## src/rtl/fpga_top_pkg.sv

```systemverilog
// rtl/fpga_top_pkg.sv - shared constants for the LUT/register slice
package fpga_top_pkg;
   localparam int unsigned LUT_W = 4;
   localparam int unsigned LUT_DEPTH = 1 << LUT_W;
   localparam logic [LUT_DEPTH-1:0] LUT_INIT_DEFAULT = 16'h6676;
endpackage

```

## src/rtl/fpga_top_lut4.sv

```systemverilog
// rtl/fpga_top_lut4.sv - parameterised 4-input look-up table
import fpga_top_pkg::*;

module lut4 #(
   parameter logic [LUT_DEPTH-1:0] INIT = LUT_INIT_DEFAULT
) (
   input  logic [LUT_W-1:0] in_i,
   output logic             out_o
);
   assign out_o = INIT[in_i];
endmodule

```

## src/rtl/fpga_top.sv

```systemverilog
// rtl/fpga_top.sv - LUT feeding true/complement registers with output select
import fpga_top_pkg::*;

module fpga_top #(
   parameter logic [LUT_DEPTH-1:0] LUT_INIT = LUT_INIT_DEFAULT
) (
   input  logic             clk,
   input  logic             global_resetn,
   input  logic             scan_en,
   input  logic             scan_mode,
   input  logic [LUT_W-1:0] in,
   input  logic             rst,
   input  logic             mux_sel,
   output logic             Q
);
   logic       lut;
   logic [1:0] sync_q;
   logic       rst_sync_n;
   logic       ff_t_q, ff_t_d;
   logic       ff_c_q, ff_c_d;
   logic       unused_scan;

   assign unused_scan = scan_en ^ scan_mode;

   lut4 #(.INIT(LUT_INIT)) u_lut4 (
      .in_i  (in),
      .out_o (lut)
   );

   // Assertion is immediate through the async clear; release waits two clk edges.
   always_ff @(posedge clk or negedge global_resetn) begin
      if (!global_resetn) begin
         sync_q <= 2'b00;
      end else begin
         sync_q <= {sync_q[0], 1'b1};
      end
   end

   assign rst_sync_n = sync_q[1] & global_resetn;

   always_comb begin
      ff_t_d = lut;
      ff_c_d = ~lut;
      if (rst) begin
         ff_t_d = 1'b0;
         ff_c_d = 1'b0;
      end
   end

   always_ff @(posedge clk or negedge rst_sync_n) begin
      if (!rst_sync_n) begin
         ff_t_q <= 1'b0;
         ff_c_q <= 1'b0;
      end else begin
         ff_t_q <= ff_t_d;
         ff_c_q <= ff_c_d;
      end
   end

   assign Q = mux_sel ? ff_t_q : ff_c_q;
endmodule

```

## config.mk

```make
export PLATFORM = sky130hd
export DESIGN_NAME = fpga_top
export DESIGN_NICKNAME = d
export VERILOG_FILES = /design/src/rtl/fpga_top_pkg.sv /design/src/rtl/fpga_top_lut4.sv /design/src/rtl/fpga_top.sv
export SDC_FILE = /design/constraint.sdc
export NUM_CORES = 1
export LEC_CHECK = 0
export CAP_MARGIN = 20
export CORE_AREA = 2 2 39 41
export CTS_BUF_LIST = sky130_fd_sc_hd__clkbuf_8 sky130_fd_sc_hd__clkbuf_16
export CTS_CLUSTER_DIAMETER = 120
export DETAILED_ROUTE_END_ITERATION = 10
export DIE_AREA = 0 0 41 43
export SYNTH_ARGS = -nofsm -noshare
export SYNTH_HDL_FRONTEND = slang
export SYNTH_SLANG_ARGS = --single-unit
export TNS_END_PERCENT = 5
```

## constraint.sdc

```tcl
create_clock -name clk -period 1.1 [get_ports clk]
set_clock_uncertainty 0.2 [all_clocks]
set_input_delay 0.165 -clock clk [delete_from_list [all_inputs] [get_ports clk]]
set_output_delay 0.165 -clock clk [all_outputs]
set_load 0.02 [all_outputs]
```

* Word-level counts from Yosys, hierarchy flattened
Memory sizes are Yosys's and may differ from the RTL's.
Index checks and enable logic that the tools add are counted.
** Operators by class
- Add/subtract/negate cells :: 0
- Multiply operators :: 0
- Divide/modulo/power cells :: 0
- Magnitude comparators :: 1
- Equal/unequal tests :: 0
- Shift operators :: 0
- Multiplexer cells :: 4
- Bitwise gates (word level) :: 2
- Reduce and logical (&&, ||, !) cells :: 0
** Operators by type and width (number)
- $lt 4x5->1 const B :: 1
- $mux 1 :: 4
- $and 1x1->1 :: 1
- $not 1->1 :: 1
** Word-level totals
- Register bits after elaboration :: 4
- Latch bits :: 0
- Memory bits (writable) :: 0
- ROM bits :: 16
- Bits of input ports :: 10
- Output and inout port bits :: 1
- Word-level logic and storage cells :: 11
- Memories kept :: 1
** Memory list
- (no name shown) :: depth 16, width 1, rd ports 1, clocked after Yosys merged registers in 0, write ports 0, RTL line fpga_top_lut4.sv:10 : assign out_o = INIT[in_i];

* Depth between registers and ports, before layout
Gate-level depths: netlist of run 1.
- Depth after elaboration :: 4
- Gate-level depth with buffers :: 3
- Mapped depth without buffers :: 3

* Hierarchy
From an unflattened synthesis of run 1, not the netlist that was laid out.
** Unflattened totals
- Cell total of the unflattened synthesis :: 13
- Area total of the unflattened synthesis :: 175.2 um^2
** Modules (own cells, without submodules)
- fpga_top :: times used 1, cells an instance 9, area each 135.1 um^2, sequential area each 100.1 um^2
- lut4 :: times used 1, cells an instance 4, area each 40.0 um^2, sequential area each 0.0 um^2

* Least setup slack after synthesis of run 1
No wires, ideal clock.
- Path kind :: input to register
- Start :: input in[0]
- End :: register ff_t_q
- Library setup time :: 0.125 ns
- Arrival time :: 0.834 ns
- Required time :: 0.775 ns
- Path slack :: -0.059 ns
- Stages on the path :: 3
- Buffers on the path :: 0
- Cell sequence :: ha_1 and2b_1 mux2_4
** Between the ends
- Word-level cells in the longest chain between the ends :: 3
** Ends and longest elaborated chain
- start, declared :: RTL line fpga_top.sv:11 : input logic [LUT_W-1:0] in,
- $mem_v2 16x1
- $mux 1 (implied by the code) :: RTL line fpga_top_lut4.sv:10
- $mux 1 :: RTL line fpga_top.sv:44 : if (rst) begin
- net ff_t_d :: RTL line fpga_top.sv:19 : logic ff_t_q, ff_t_d;
- end signal, assigned :: RTL line fpga_top.sv:55 : ff_t_q <= ff_t_d;
- end, declared :: RTL line fpga_top.sv:19
The timed path passes the listed nets, and every way through them passes these cells. The select of a mux whose other input is x is not followed.

* Worst setup path after layout of run 1
- Start :: register ff_t_q
- End :: output Q
** Between the ends
- Word-level cells in the longest chain between the ends :: 1
** Ends and longest elaborated chain
- $mux 1 :: RTL line fpga_top.sv:60 : assign Q = mux_sel ? ff_t_q : ff_c_q;
- end, declared :: RTL line fpga_top.sv:14 : output logic Q
Every way passes these cells.

==> results of run 1 <==
-- registers in the layout (all words and copies together), names as in the netlist --
register and cells:
ff_t_q 1, sync_q 2, ff_c_q 1
-- cell type report --
| class | instances | area, sq um | area share [%] |
|---|---|---|---|
| clock buffers | 3 | 41.3 | 11.3 |
| flip-flops and latches | 4 | 100 | 27.5 |
| well taps | 16 | 20.0 | 5.50 |
| multi-input cells | 10 | 105 | 28.9 |
| repair buffers | 10 | 97.6 | 26.8 |
-- cell usage after synthesis --
library cell	instances	area, sq um
dfrtp_1	4	100
mux2_4	1	15.0
nor3b_1	1	7.51
mux2_1	1	11.3
conb_1	1	3.75
nand2b_1	1	6.26
nor2_1	1	3.75
a211oi_1	1	7.51
and2b_1	1	7.51
and2_1	1	6.26
ha_1	1	12.5
-- repair_timing --
action,4_1_cts,5_1_grt
hold buffers,2,0
pin swaps,0,0
setup endpoints to repair,3,1
endpoints found under the hold margin,4,0
resized for setup,17,0
-- layer usage --
metal / share of wire, % / vias up / global-route usage, % / routed length [um]
met5: 0 / - / 0 / 0
met4: 1.6 / 0 / 6.00 / 6
met3: 16 / 2 / 5.76 / 60
met2: 35 / 9 / 5.31 / 127
met1: 47 / 62 / 4.89 / 170
li1: - / 72 / - / -
-- cells by family (layout without fill, tap and decap cells) --
group / Yosys count / count (layout) / share of synthesized area [%]
AO/OA/AOI/OAI: 1 / 1 / 4.14
buffers and inverters: 0 / 13 / 0
flip-flops: 4 / 4 / 55.2
multiplexers: 2 / 2 / 14.5
adder cells (fa/ha/maj): 1 / 1 / 6.90
AND/OR/NAND/NOR: 5 / 5 / 17.2
other: 1 / 1 / 2.07
-- metrics by stage --
| step | util (%) | instance area [sq um] | hold slack, ps |
|---|---|---|---|
| 2_1_floorplan | - | 194 | -331 |
| 3_3_place_gp | 21.2 | 294 | -84.9 |
| 3_5_place_dp | 21.2 | 294 | -79.0 |
| 4_1_cts | 26.3 | 364 | 45.5 |
| 5_1_grt | 26.3 | 364 | 70.1 |
| 6_report | 26.3 | 364 | 46.6 |
-- worst max path at each step --
stage                           startpoint          endpoint  depth (start not counted)
after CTS                 ff_c_q$_DFF_PN0_                 Q                          2
after detailed placement           mux_sel                 Q                          3
after global placement             mux_sel                 Q                          3
after floorplan                      in[0]  ff_t_q$_DFF_PN0_                          3
final                     ff_t_q$_DFF_PN0_                 Q                          2
after global routing      ff_c_q$_DFF_PN0_                 Q                          2
-- worst max-delay path: stages (launching register included) --
cell and delay (ps):
dfrtp_1 350, mux2_4 260, buf_6 130
-- power by group through the flow --
stage / Combinational [mW] / Sequential, mW / Clock [mW]
after floorplan: 0.0316 / 0.161 / 0
after global placement: 0.0719 / 0.162 / 0
after detailed placement: 0.0739 / 0.162 / 0
after CTS: 0.0813 / 0.161 / 0.313
after global routing: 0.0870 / 0.162 / 0.329
final: 0.0800 / 0.161 / 0.300
==> metrics.md, run 1 <==
| Metric | Value |
|---|---|
| Status | finished with violations |
| Failing checks | setup timing |
| Wire per inst | 8.47 um |
| Setup TNS | -220 ps |
| Synth Area per Inst | 13.0 sq um |
| H-tree depth | 1 |
| CTS clk-pin slew, worst paths | around 30 ps |
| Vias in the first global route | 146 |
| Synth unique cells | 11 |
| Post-Syn Instances | 14 |
| Die W | 41 um |
| Initial antenna violation count | 0 |
| VDD IR-drop max | 0.000451 V |
| Int Power | ~440 uW |
| Syn Std Cell Area | between 150 and 200 sq um |
| Core area | roughly 1400 sq um |
| Final setup viols | 1 |
| Die area | 1760 sq um |
| Share of cells above drive strength 1 | approximately 33% |
| GRT overflow | 0 |
| Critical path required time | ~730 ps |
| Sequential element share of the synthesized area | 55.2% |
| Clock sinks | 4 |
| Gpl congestion | 0.549 |
| Fin worst setup slack | -220 ps |
| Layout fillers | 148 |
| Net switching power figure | roughly 100 uW |
| CTS Buffer Depth | 2 |
| Sw Ratio | 18.1% |
| FF-to-FF setup slack | 120 ps |
| DRT Pass-1 Iters | 2 |
| Pwr/cell area | 1480 nW/um^2 |
| Clk_lat worst skew | 210 ps |
| Area Overhead vs Synth | 101% |
| RSZ-0062 raised after global routing | true |
| Crit end category | output port |
| Reg2reg start | sync_q[1]$_DFF_PN0_ |
| Die height | 43 um |
| GRT Resource Usage Total | about 5.2% |
| Largest net degree at the start of global routing | 4 |
| Pleak | 0.169 nW |
| First-pass GRT wire length | ~530 um |
| Maximum clock rate | 0.758 GHz |
| Initial core utilization | 13.1% |
| Register bit total from synthesis | 4 |
| Filler-free cell count of the finished design | 43 |
| CTS buffer count | 3 |
| Power Total | 540 uW |
| DRC Markers | 0 |
| Final worst path period need | 1320 ps |
| Vias | 145 |
| Final Cycle Share | 120% |
| PortBufs | 8 |
| Post CTS Setup Buffer Count | 0 |
| FF-to-FF path depth | 2 |
| FF-to-FF End | ff_c_q$_DFF_PN0_ |
| DRT iter0 DRCs | 4 |
| Crit Path Max Fanout | 1 |
| DR vias/cell | 3.37 |
| WL final | 364 um |
| Post-DP HPWL | between 200 and 300 um |
| Root Driver | clkbuf_8 |
| Placed cell count | 38 |
| Place WS | -743 ps |
| Clk network pwr share | 55.4% |
| Comb pwr share | 14.8% |
| # nets final | 40 |
| Cell Rows | 14 |
| ANT nets after route | 0 |
| Sequential Power Share | slightly below 30% |
| CTS tree | built |
| CP Class | reg -> out |
| Most frequent cells in the layout | 4 x dfrtp_1, 4 x dlygate4sd2_1, 3 x clkbuf_8 |
| Crit path DAT | 950 ps |
| Synth Net Count | 25 |
| Max-cap viol count | 0 |
| Synth Warn # | 0 |
| I/O pin count | 11 |
| Final Hold Viols | 0 |
| HP Class | in -> async |
| Diode count | 0 |
| CP Launch Type | flop |
| Max-slew violation count | 0 |
Power figures use the tool's default switching activity.
==> run 2: changes to the inputs <==
- CAP_MARGIN: 20 -> default
==> results of run 2 <==
No change in the layout: final DEF, timing and power equal those of run 1.
